[src/rtl/uart_pkg.sv]
// rtl/uart_pkg.sv - shared types and the parity helper for the queued UART transmitter
package uart_pkg;

    typedef enum logic [2:0] {
        IDLE,
        START,
        DATA,
        PARITY,
        STOP
    } uart_tx_state_e;

    typedef struct packed {
        logic two_stop;
        logic even_parity;
        logic parity_en;
    } uart_tx_cfg_t;

    localparam int unsigned MAX_DATA_W = 9;

    // Narrower words are zero-extended by the caller; zeros do not change the XOR.
    function automatic logic parity_bit(input logic [MAX_DATA_W-1:0] data, input logic even);
        return even ? ^data : ~^data;
    endfunction

endpackage

[src/rtl/uart_tx_queue.sv]
// rtl/uart_tx_queue.sv - first-word-fall-through FIFO holding {cfg, data} entries
module uart_tx_queue #(
    parameter int WIDTH = 11,
    parameter int DEPTH = 4
) (
    input  logic                     clk,
    input  logic                     rst_n,
    input  logic                     push,
    input  logic [WIDTH-1:0]         push_data,
    input  logic                     pop,
    output logic [WIDTH-1:0]         pop_data,
    output logic [$clog2(DEPTH):0]   count,
    output logic                     full,
    output logic                     empty
);

    localparam int AW = $clog2(DEPTH);

    logic [WIDTH-1:0] mem_q [DEPTH];
    logic [WIDTH-1:0] mem_d [DEPTH];
    logic [AW-1:0]    wr_ptr_q, wr_ptr_d;
    logic [AW-1:0]    rd_ptr_q, rd_ptr_d;
    logic [AW:0]      count_q, count_d;

    // Caller guarantees push only when !full and pop only when !empty.
    always_comb begin
        mem_d    = mem_q;
        wr_ptr_d = wr_ptr_q;
        rd_ptr_d = rd_ptr_q;
        count_d  = count_q;
        if (push) begin
            mem_d[wr_ptr_q] = push_data;
            wr_ptr_d        = wr_ptr_q + 1'b1;
        end
        if (pop) begin
            rd_ptr_d = rd_ptr_q + 1'b1;
        end
        if (push && !pop) begin
            count_d = count_q + 1'b1;
        end else if (pop && !push) begin
            count_d = count_q - 1'b1;
        end
    end

    always_ff @(posedge clk or negedge rst_n) begin
        if (!rst_n) begin
            for (int i = 0; i < DEPTH; i++) begin
                mem_q[i] <= '0;
            end
            wr_ptr_q <= '0;
            rd_ptr_q <= '0;
            count_q  <= '0;
        end else begin
            mem_q    <= mem_d;
            wr_ptr_q <= wr_ptr_d;
            rd_ptr_q <= rd_ptr_d;
            count_q  <= count_d;
        end
    end

    assign pop_data = mem_q[rd_ptr_q];
    assign count    = count_q;
    assign full     = (count_q == (AW+1)'(DEPTH));
    assign empty    = (count_q == '0);

endmodule

[src/rtl/uart_tx_fifo_param.sv]
// rtl/uart_tx_fifo_param.sv - parametrised UART transmitter with per-word config and input queue
module uart_tx_fifo_param
    import uart_pkg::*;
#(
    parameter int DATA_W       = 8,
    parameter int CLKS_PER_BIT = 16,
    parameter int FIFO_DEPTH   = 4
) (
    input  logic                          clk,
    input  logic                          rst_n,
    input  logic [DATA_W-1:0]             data_in,
    input  logic                          parity_en,
    input  logic                          even_parity,
    input  logic                          two_stop,
    input  logic                          tx_start,
    output logic                          tx_ready,
    output logic                          tx,
    output logic                          tx_busy,
    output logic [$clog2(FIFO_DEPTH):0]   fifo_count,
    output logic                          overflow
);

    localparam int QW    = DATA_W + 3;
    localparam int CNT_W = (CLKS_PER_BIT > 1) ? $clog2(CLKS_PER_BIT) : 1;
    localparam int IDX_W = $clog2(DATA_W);
    localparam logic [CNT_W-1:0] BAUD_LAST = CNT_W'(CLKS_PER_BIT - 1);
    localparam logic [IDX_W-1:0] IDX_LAST  = IDX_W'(DATA_W - 1);

    logic                 q_push, q_pop, q_full, q_empty;
    logic [QW-1:0]        q_wdata, q_rdata;

    uart_tx_state_e       state_q, state_d;
    logic [CNT_W-1:0]     baud_q, baud_d;
    logic [IDX_W-1:0]     idx_q, idx_d;
    logic                 stop2_q, stop2_d;
    logic [DATA_W-1:0]    shift_q, shift_d;
    uart_tx_cfg_t         cfg_q, cfg_d;
    logic                 tx_q, tx_d;
    logic                 busy_q, busy_d;
    logic                 ovf_q, ovf_d;
    logic                 bit_done, load;

    assign q_push  = tx_start && !q_full;
    assign q_wdata = {two_stop, even_parity, parity_en, data_in};

    uart_tx_queue #(
        .WIDTH (QW),
        .DEPTH (FIFO_DEPTH)
    ) u_queue (
        .clk       (clk),
        .rst_n     (rst_n),
        .push      (q_push),
        .push_data (q_wdata),
        .pop       (q_pop),
        .pop_data  (q_rdata),
        .count     (fifo_count),
        .full      (q_full),
        .empty     (q_empty)
    );

    // The shift register rotates, so after the last data bit it still holds
    // every data bit and the parity can be taken from it directly.
    always_comb begin
        state_d  = state_q;
        idx_d    = idx_q;
        stop2_d  = stop2_q;
        shift_d  = shift_q;
        cfg_d    = cfg_q;
        tx_d     = tx_q;
        busy_d   = busy_q;
        q_pop    = 1'b0;
        load     = 1'b0;
        bit_done = (baud_q == BAUD_LAST);
        baud_d   = bit_done ? '0 : baud_q + 1'b1;
        ovf_d    = tx_start && q_full;

        case (state_q)
            IDLE: begin
                baud_d = '0;
                load   = !q_empty;
            end
            START: begin
                if (bit_done) begin
                    state_d = DATA;
                    tx_d    = shift_q[0];
                    shift_d = {shift_q[0], shift_q[DATA_W-1:1]};
                    idx_d   = '0;
                end
            end
            DATA: begin
                if (bit_done) begin
                    if (idx_q != IDX_LAST) begin
                        idx_d   = idx_q + 1'b1;
                        tx_d    = shift_q[0];
                        shift_d = {shift_q[0], shift_q[DATA_W-1:1]};
                    end else if (cfg_q.parity_en) begin
                        state_d = PARITY;
                        tx_d    = parity_bit(MAX_DATA_W'(shift_q), cfg_q.even_parity);
                    end else begin
                        state_d = STOP;
                        tx_d    = 1'b1;
                        stop2_d = 1'b0;
                    end
                end
            end
            PARITY: begin
                if (bit_done) begin
                    state_d = STOP;
                    tx_d    = 1'b1;
                    stop2_d = 1'b0;
                end
            end
            STOP: begin
                if (bit_done) begin
                    if (cfg_q.two_stop && !stop2_q) begin
                        stop2_d = 1'b1;
                    end else if (!q_empty) begin
                        load = 1'b1;
                    end else begin
                        state_d = IDLE;
                        busy_d  = 1'b0;
                    end
                end
            end
            default: begin
                state_d = IDLE;
                tx_d    = 1'b1;
                busy_d  = 1'b0;
            end
        endcase

        if (load) begin
            q_pop   = 1'b1;
            state_d = START;
            tx_d    = 1'b0;
            busy_d  = 1'b1;
            baud_d  = '0;
            shift_d = q_rdata[DATA_W-1:0];
            cfg_d   = uart_tx_cfg_t'(q_rdata[QW-1:DATA_W]);
        end
    end

    always_ff @(posedge clk or negedge rst_n) begin
        if (!rst_n) begin
            state_q <= IDLE;
            baud_q  <= '0;
            idx_q   <= '0;
            stop2_q <= 1'b0;
            shift_q <= '0;
            cfg_q   <= '0;
            tx_q    <= 1'b1;
            busy_q  <= 1'b0;
            ovf_q   <= 1'b0;
        end else begin
            state_q <= state_d;
            baud_q  <= baud_d;
            idx_q   <= idx_d;
            stop2_q <= stop2_d;
            shift_q <= shift_d;
            cfg_q   <= cfg_d;
            tx_q    <= tx_d;
            busy_q  <= busy_d;
            ovf_q   <= ovf_d;
        end
    end

    assign tx       = tx_q;
    assign tx_busy  = busy_q;
    assign overflow = ovf_q;
    assign tx_ready = !q_full;

endmodule

[config.mk]
export PLATFORM = sky130hd
export DESIGN_NAME = uart_tx_fifo_param
export DESIGN_NICKNAME = d
export VERILOG_FILES = /design/src/rtl/uart_pkg.sv /design/src/rtl/uart_tx_queue.sv /design/src/rtl/uart_tx_fifo_param.sv
export SDC_FILE = /design/constraint.sdc
export NUM_CORES = 1
export LEC_CHECK = 0
export CAP_MARGIN = 40
export CORE_ASPECT_RATIO = 0.8
export CORE_UTILIZATION = 41
export DETAILED_ROUTE_END_ITERATION = 10
export PLACE_DENSITY = 0.56
export SLEW_MARGIN = 40
export SYNTH_ARGS = -nofsm -noshare
export SYNTH_HDL_FRONTEND = slang
export SYNTH_SLANG_ARGS = --single-unit
[constraint.sdc]
create_clock -name clk -period 3.59 [get_ports clk]
set_input_delay 0.5385 -clock clk [delete_from_list [all_inputs] [get_ports clk]]
set_output_delay 0.5385 -clock clk [all_outputs]
set_load 0.01 [all_outputs]
==> results.toml, run 1 <==
[timing]
fmax_ghz = 0.406
relSlewSlack_pct = 49.6
layout_min_cycle_time_ns = 2.46
hold_slack_ns = 0.210
skew_ns = 0.00948
setup_viol = 0
tns_ns = 0
finalCritPeriodShare_pct = 68.5
rsz0062_at_grt = "false"
report.final.slew_viol_count = 0
finalHoldViolCount = 0
tightest_slew_ns = 0.756

[final_layout]
syn_to_final_growth_pct = 12.5
nets = 321
regArea_um2 = 1900
drive_gt1_share_pct = 28.1
multi_input_area_um2 = 1690
diodes = 0
fillers = 759

[clocking]
cts-hold-fix-buffers = 0
clock-root-buffer = "clkbuf_8"
cts_resized = 0
cts.sinks = 76
clk_latency_ns = 0.34
cts_tree = "done"
cts.htree.levels = 3
clkTransAtPathRegs_ns = 0.07
postCtsSetupBuffers = 0
cts_max_path_buffers = 2
cts_buffers = 9

[drt]
drt_iter0_drc = 51
wire_per_inst_um = 16.5
route.detailed.drc = 0
num_vias = 2203
drt_wl_total_um = 6830
dr.pass1.iters = 4
vias_per_cell = 5.32
ant_nets = 0

[global_route]
grt_use_total_pct = 16.1
grt_max_degree = 77
grt_antenna_before_repair = 0
grt_pass1_vias = 2160
grt_pass1_wl_um = 11200
grt_overflow = 0

[yosys]
netlist_area_um2 = 3680
synth_edf_count = 0
synth_cell_types = 46
ys_warn_count = 0
synthFlopType = "dfrtp_1"
ys_ff_latch = 76
avgSynthCellArea_um2 = 13.2
synth_nets = 302
synthArstFlopShare_pct = 100
syn_inst = 279
ys_seq_area_share_pct = 51.7

[placed_design]
port_buffers = 20
gp_congestion = 0.772
dp_hpwl_um = 4500

[floorplanning]
row_count = 30
num_io_pins = 21
fp.dieH_um = 86.8
die_width_um = 108
dieArea_um2 = 9360
initial_core_util_pct = 42.8
core_um2 = 8600

[critical_path]
rrSetupSlack_ns = 1.13
arrival_ns = 2.68
cp-start-kind = "flop"
r2r-start = "idx_q[0]"
worstReg2RegEnd = "shift_q[7]"
cp_max_fo = 15
cp.required_ns = 3.81
crit_type = "flop to flop"
endpoint_kind = "flop"
r2r_cells = 6

[pwr]
leakagePower_nw = 1.81
vdd_ir_drop_max_v = 0.000406
power-per-cell-area_nw_per_um2 = 868

[flow_run]
maxCapViolCount = 0

[outcome]
status = "finished clean"

[worst_hold_path]
hp-class = "input pin to asynchronous set/reset pin"
==> cell usage after synthesis, types with 2 or more instances <==
master | n | area share (%)
nand2_1 | 16 | 1.6
nand3_1 | 7 | 0.95
a2bb2oi_1 | 2 | 0.48
o31ai_1 | 2 | 0.41
a21oi_1 | 10 | 1.4
o211ai_1 | 2 | 0.41
mux2_4 | 2 | 0.82
mux4_2 | 11 | 6.7
xnor2_1 | 10 | 2.4
nand2b_1 | 3 | 0.51
buf_2 | 10 | 1.4
mux2i_1 | 7 | 1.9
mux2_2 | 49 | 15
nor3_1 | 7 | 0.95
nor2b_1 | 3 | 0.51
ha_1 | 8 | 2.7
xor2_1 | 4 | 0.95
o21ai_0 | 6 | 0.82
dfrtp_1 | 75 | 51
a21o_1 | 4 | 0.82
and3_1 | 3 | 0.51
clkbuf_1 | 2 | 0.20
inv_1 | 6 | 0.61
nor2_1 | 8 | 0.82
==> stage by stage <==
stage                     setup slack (ns)  std cells  cell area [um^2]  util, %  power (W)
after floorplan                       1.05        279              3680        -    0.00267
after global placement                1.13        399              3960     46.0    0.00302
after detailed placement              1.10        399              3960     46.1    0.00303
after CTS                             1.14        414              4140     48.2    0.00365
after global routing                  1.02        414              4140     48.2    0.00385
final                                 1.13        414              4140     48.2    0.00359
==> final cells by class <==
| type | count | area share, % |
|---|---|---|
| timing repair buffer | 21 | 5.05 |
| multi-input combinational | 184 | 40.7 |
| clock inverter | 3 | 0.544 |
| clock buffer | 12 | 3.75 |
| inverter | 6 | 0.544 |
| tap | 112 | 3.38 |
| sequential | 76 | 46.0 |
==> registers in the layout, indices dropped and copies added (netlist names) <==
register,cells
u_queue.rd_ptr_q,2
stop2_q,1
u_queue.wr_ptr_q,2
overflow,1
state_q,3
tx_busy,1
idx_q,3
baud_q,4
u_queue.count,3
shift_q,8
tx,1
cfg_q,3
u_queue.mem_q,44
==> power by group <==
group / total [W] / switching, W / internal (W) / leakage [nW]
clock network: 0.000587 / 0.000300 / 0.000287 / 0.0924
registers: 0.00157 / 0.000321 / 0.00125 / 0.915
logic: 0.00144 / 0.000567 / 0.000871 / 0.806
==> cell usage in the layout (no fill, tap or decap), types with 3 or more instances in the layout <==
| cell | instances |
|---|---|
| dfrtp_1 | 74 |
| mux2_2 | 49 |
| clkdlybuf4s50_1 | 19 |
| nand2_1 | 16 |
| mux4_2 | 11 |
| clkbuf_8 | 11 |
| xnor2_1 | 10 |
| a21oi_1 | 10 |
| nor2_1 | 8 |
| ha_1 | 8 |
| nand3_1 | 7 |
| mux2i_1 | 7 |
| nor3_1 | 7 |
| inv_1 | 6 |
| o21ai_0 | 6 |
| a21o_1 | 4 |
| xor2_1 | 4 |
| and3_1 | 3 |
| nand2b_1 | 3 |
| nor2b_1 | 3 |
==> worst max-delay path, stage by stage, from the launching register on <==
cell     delay [ns]
dfrtp_1        0.40
ha_1           0.21
ha_1           0.23
or3b_1         0.36
a211o_1        0.52
mux2_4         0.37
mux2_4         0.25
==> worst max path at each step <==
stage	from	to	slack, ns	depth (start not counted)
after floorplan	baud_q[0]	u_queue.count[2]	1.05	12
after global placement	tx_start	u_queue.count[2]	1.13	8
after detailed placement	tx_start	u_queue.count[2]	1.10	8
after CTS	idx_q[0]	shift_q[7]	1.14	6
after global routing	idx_q[0]	shift_q[7]	1.02	6
final	idx_q[0]	shift_q[7]	1.13	6
==> cell families (layout without fill, tap and decap cells) <==
| logic type | Yosys count | in the layout | synth area share, % |
|---|---|---|---|
| AO/OA/AOI/OAI | 37 | 37 | 6.97 |
| XOR/XNOR | 15 | 15 | 3.94 |
| adder cells (fa/ha/maj) | 9 | 9 | 3.26 |
| buffers and inverters | 19 | 42 | 2.48 |
| flip-flops | 76 | 76 | 51.7 |
| multiplexers | 69 | 69 | 24.4 |
| AND/OR/NAND/NOR | 54 | 54 | 7.21 |
==> metal layers <==
metal	vias up	global-route usage [%]	wire, um
met2	28	24.0	3060
met4	0	5.11	83
met1	1104	22.6	3500
met5	-	0	0
li1	1063	-	-
met3	8	4.96	196
Power figures use the tool's default switching activity.
==> run 2: changes to the inputs <==
PLACE_DENSITY = 0.59   (was 0.56)
clock period = 2.2 ns   (was 3.59 ns; I/O delays follow)
==> run 2 against run 1 <==
Non-clock buffer count increased by 23. Setup slack got worse by 1.1 ns. Critical path type unchanged. Clock-buffer cell count is 3 lower. Critical endpoint unchanged. Die area is the same. Hold slack improved by 0.28 ns. Global-route usage grew 1.9 points.
==> results.toml, run 2 (synthesis results as in run 1) <==
[critical_path]
arrival_ns = 2.37
cp.required_ns = 2.45
crit_path_start = "idx_q[0]"
rrSetupSlack_ns = 0.08
worstReg2RegEnd = "shift_q[7]"
r2r-start = "idx_q[0]"
endpoint_kind = "flop"
cp_max_fo = 3
r2r_cells = 6
crit_type = "flop to flop"
cp-start-kind = "flop"
crit_end = "shift_q[7]"

[placed_design]
gp_congestion = 0.836
place_area_um2 = 4180
dp_cells = 421
preCtsSetupSlack_ns = 0.0984
port_buffers = 20
dp_hpwl_um = 4930

[timing]
tightest_slew_ns = 0.594
setup_viol = 0
tns_ns = 0
finalHoldViolCount = 0
finalCritPeriodShare_pct = 96.4
layout_min_cycle_time_ns = 2.12
relSlewSlack_pct = 60.4
rsz0062_at_grt = "false"
finalWorstSetupSlack_ns = 0.0795
hold_slack_ns = 0.485
fmax_ghz = 0.472
report.final.slew_viol_count = 0
skew_ns = 0.0118

[final_layout]
drive_gt1_share_pct = 35.9
fin_cells = 438
reg_top3 = "u_queue.mem_q x44, shift_q x8, baud_q x4"
top_register = "u_queue.mem_q"
finalInstanceArea_um2 = 4440
diodes = 0
final_common_cell = "dfrtp_1"
nets = 344
largest_reg_flops = 44
most-common-layout-cells = "dfrtp_1, mux2_2, buf_4"
syn_to_final_growth_pct = 20.5

[floorplanning]
num_io_pins = 21
core_um2 = 8600
fp.dieH_um = 86.8
die_width_um = 108
dieArea_um2 = 9360
initial_core_util_pct = 42.8
row_count = 30

[drt]
num_vias = 2328
drt_wl_total_um = 7310
route.detailed.drc = 0
dr.pass1.iters = 5
ant_nets = 0
vias_per_cell = 5.32
drt_iter0_drc = 110
wire_per_inst_um = 16.7

[clocking]
clock-root-buffer = "clkbuf_8"
clkTransAtPathRegs_ns = 0.08
clk_latency_ns = 0.36
cts_tree = "done"
cts.sinks = 76
cts_max_path_buffers = 2
cts.htree.levels = 3
cts_buffers = 9

[global_route]
grt_max_degree = 42
grt_antenna_before_repair = 0
grt_pass1_wl_um = 12400
grt_pass1_vias = 2469
grt_overflow = 0
grt_use_total_pct = 18.0

[outcome]
status = "finished clean"

[pwr]
power-per-cell-area_nw_per_um2 = 1480
leakagePower_nw = 1.96
vdd_ir_drop_max_v = 0.000771

[worst_hold_path]
hp-class = "input pin to asynchronous set/reset pin"

[flow_run]
maxCapViolCount = 0
[run 2: cell types whose count changed in the layout (fill, tap and decap cells not counted), moves of 2 or more]
cell and delta:
buf_4 +22, bufinv_16 +3, clkbuf_8 -2, clkinv_4 -2
ha_1 -3, ha_4 +2
[run 2: how the worst min path moves through the flow]
stage,to,cells past startpoint
6_report,shift_q[7],2
5_1_grt,u_queue.mem_q[37],2
4_1_cts,shift_q[7],2
3_5_place_dp,state_q[0],1
3_3_place_gp,state_q[0],1
2_1_floorplan,baud_q[0],0
[run 2: what timing repair did]
| action | CTS | global route |
|---|---|---|
| hold buffers | 1 | 0 |
| gates resized for setup | 0 | 0 |
| endpoints found under the setup margin | 0 | 0 |
| buffers inserted | 0 | 0 |
| hold endpoints to repair | 34 | 0 |
[run 2: report_power, final]
| part | internal [W] | total [W] | switching (W) | leakage, nW |
|---|---|---|---|---|
| clock network | 0.000763 | 0.00131 | 0.000552 | 0.122 |
| logic | 0.00163 | 0.00278 | 0.00115 | 0.919 |
| registers | 0.00204 | 0.00245 | 0.000414 | 0.914 |
[run 2: area by class of cell]
cell class | count | area (um^2)
fillers | 744 | 4160
flip-flops and latches | 76 | 1910
multi-input cells | 184 | 1730
repair buffers | 44 | 393
well taps | 112 | 140
clock buffers | 9 | 124
clock inverters | 7 | 123
inverters | 6 | 22.5
[run 2: critical path, stage by stage, from the launching register on]
cell and delay [ns]:
dfrtp_1 0.40, ha_1 0.20, ha_2 0.17, or3b_1 0.35
a211o_1 0.33, mux2_4 0.30, mux2_4 0.25
[run 2: layer usage]
layer / routed length (um) / vias to the layer above / GRT usage, %
li1: - / 1105 / -
met1: 3640 / 1180 / 24.0
met2: 3350 / 34 / 28.1
met3: 223 / 9 / 4.74
met4: 102 / 0 / 7.35
met5: 0 / - / 0
[run 2: per-stage QoR]
stage / power [W] / utilization, %
6_report: 0.00654 / 51.6
5_1_grt: 0.00697 / 51.6
4_1_cts: 0.00662 / 51.6
3_5_place_dp: 0.00527 / 48.6
3_3_place_gp: 0.00520 / 48.6
2_1_floorplan: 0.00445 / -
==> run 3: changes to the inputs <==
--- a/config.mk
+++ b/config.mk
@@ -7,5 +7,4 @@
 export LEC_CHECK = 0
 export CAP_MARGIN = 40
-export CORE_ASPECT_RATIO = 0.8
 export CORE_UTILIZATION = 41
 export DETAILED_ROUTE_END_ITERATION = 10
==> constraint.sdc (replaced) <==
create_clock -name clk -period 2.2 [get_ports clk]
set_input_delay 0.33 -clock clk [delete_from_list [all_inputs] [get_ports clk]]
set_output_delay 0.33 -clock clk [all_outputs]
set_load 0.02 [all_outputs]
==> run 3 against run 2 <==
Cell count decreased by 0.91%. Register-to-register slack hardly changed. Wire length down 5.0%. Clock-buffer cell count unchanged. Clock power is 18% lower. Design area is 1.2% lower. Setup slack better by 0.0015 ns. Critical endpoint unchanged. Maximum frequency is essentially flat. First-iteration DRC count is 16% higher.
==> results.toml, run 3 (synthesis results as in run 1) <==
[outcome]
status = "finished clean"

[final_layout]
largest_reg_flops = 44
most-common-layout-cells = "dfrtp_1, mux2_2, buf_4"
syn_to_final_growth_pct = 19.1
drive_gt1_share_pct = 36.2
reg_top3 = "u_queue.mem_q x44, shift_q x8, baud_q x4"
final_util_pct = 50.3
diodes = 0
fin_cells = 434
top_register = "u_queue.mem_q"
final_common_cell = "dfrtp_1"
nets = 344

[critical_path]
cp_cell_sequence = "ha_1, ha_2, or3b_1, a211o_1, mux2_4, mux2_4"
slowest_stage = "dfrtp_1"
path_common_cell = "mux2_4"
cp-start-kind = "flop"
cp_max_fo = 3
endpoint_kind = "flop"
crit_type = "flop to flop"
worst-path-buf-inv = 0
crit_family = "multiplexers"
cp.required_ns = 2.44
arrival_ns = 2.36
cpPeakStageDelay_ns = 0.40

[timing]
finalHoldViolCount = 0
tightest_slew_ns = 0.610
skew_ns = 0.00906
rsz0062_at_grt = "false"
setup_viol = 0
layout_min_cycle_time_ns = 2.12
finalCritPeriodShare_pct = 96.3
relSlewSlack_pct = 59.3
report.final.slew_viol_count = 0
fmax_ghz = 0.472
finalWorstSetupSlack_ns = 0.0811

[global_route]
grt_use_total_pct = 16.8
grt_pass1_vias = 2406
grt_pass1_wl_um = 12300
grt_max_degree = 41
grt_antenna_before_repair = 0
grt_overflow = 0

[drt]
route.detailed.drc = 0
ant_nets = 0
drt_wl_total_um = 6940
vias_per_cell = 5.30
drt_iter0_drc = 128
wire_per_inst_um = 16.0
dr.pass1.iters = 4
num_vias = 2302

[placed_design]
preCtsSetupSlack_ns = 0.0779
port_buffers = 20
dp_cells = 415
gp_congestion = 0.869
dp_hpwl_um = 4810

[floorplanning]
fp.dieH_um = 96.8
initial_core_util_pct = 42.2
row_count = 34
die_width_um = 96.8
num_io_pins = 21
core_um2 = 8720
dieArea_um2 = 9360

[pwr]
vdd_ir_drop_max_v = 0.000617
leakagePower_nw = 1.94
power-per-cell-area_nw_per_um2 = 1430

[worst_hold_path]
hp-class = "input pin to asynchronous set/reset pin"

[clocking]
cts.htree.levels = 3
clkTransAtPathRegs_ns = 0.08
clk_latency_ns = 0.35
cts_max_path_buffers = 2
cts_resized = 0
cts_buffers = 9
cts.sinks = 76
cts_tree = "done"
clock-root-buffer = "clkbuf_8"

[flow_run]
maxCapViolCount = 0
-- run 3: cell count changes in the layout (fill, tap and decap cells not counted) --
cell	change
and2_1	-1
clkinv_4	+1
bufinv_16	-2
inv_6	+1
and2_4	+1
inv_8	-1
clkinv_2	+1
-- run 3: stage by stage --
stage | TNS [ns] | hold slack (ns) | cell area, um^2 | total power (W)
2_1_floorplan | -0.149 | 0.0344 | 3730 | 0.00449
3_3_place_gp | 0 | 0.356 | 4160 | 0.00518
3_5_place_dp | 0 | 0.357 | 4160 | 0.00525
4_1_cts | 0 | 0.504 | 4370 | 0.00635
5_1_grt | 0 | 0.523 | 4380 | 0.00675
6_report | 0 | 0.502 | 4380 | 0.00627
-- run 3: layout make-up --
type / count / area (um^2)
inverters: 6 / 22.5
clock inverters: 7 / 73.8
fillers: 773 / 4340
clock buffers: 9 / 124
well taps: 108 / 135
multi-input cells: 184 / 1730
flip-flops and latches: 76 / 1910
repair buffers: 44 / 393
-- run 3: timing repair --
action / 4_1_cts / 5_1_grt
setup endpoints to repair: 0 / 1
endpoints found under the hold margin: 38 / 0
hold buffers: 1 / 0
setup buffers: 0 / 2
-- run 3: worst paths after layout --
kind                       startpoint                 to  slack [ns]  cells after the start
min in group clk             idx_q[1]           idx_q[1]        0.50                      2
hold / removal                  rst_n         state_q[2]        0.50                      2
hold reg to reg              idx_q[1]           idx_q[1]        0.50                      2
setup reg to reg             idx_q[0]         shift_q[7]        0.08                      6
max in group asynchronous       rst_n  u_queue.mem_q[43]        1.12                      3
setup / recovery             idx_q[0]         shift_q[7]        0.08                      6
-- run 3: per-layer routing --
| layer | vias up | wire length [um] | GRT usage [%] |
|---|---|---|---|
| met5 | - | 0 | 0 |
| met4 | 0 | 96 | 5.63 |
| met3 | 11 | 236 | 4.99 |
| met2 | 33 | 3370 | 26.8 |
| met1 | 1158 | 3240 | 22.1 |
| li1 | 1100 | - | - |
-- run 3: power by group --
group	switching, W	internal [W]	total, W
registers	0.000406	0.00204	0.00244
logic	0.00112	0.00164	0.00276
clock network	0.000542	0.000530	0.00107
-- run 3: worst register-to-register path, cell delays in order, from the launching register on --
cell	delay [ns]
dfrtp_1	0.40
ha_1	0.21
ha_2	0.17
or3b_1	0.34
a211o_1	0.33
mux2_4	0.30
mux2_4	0.25
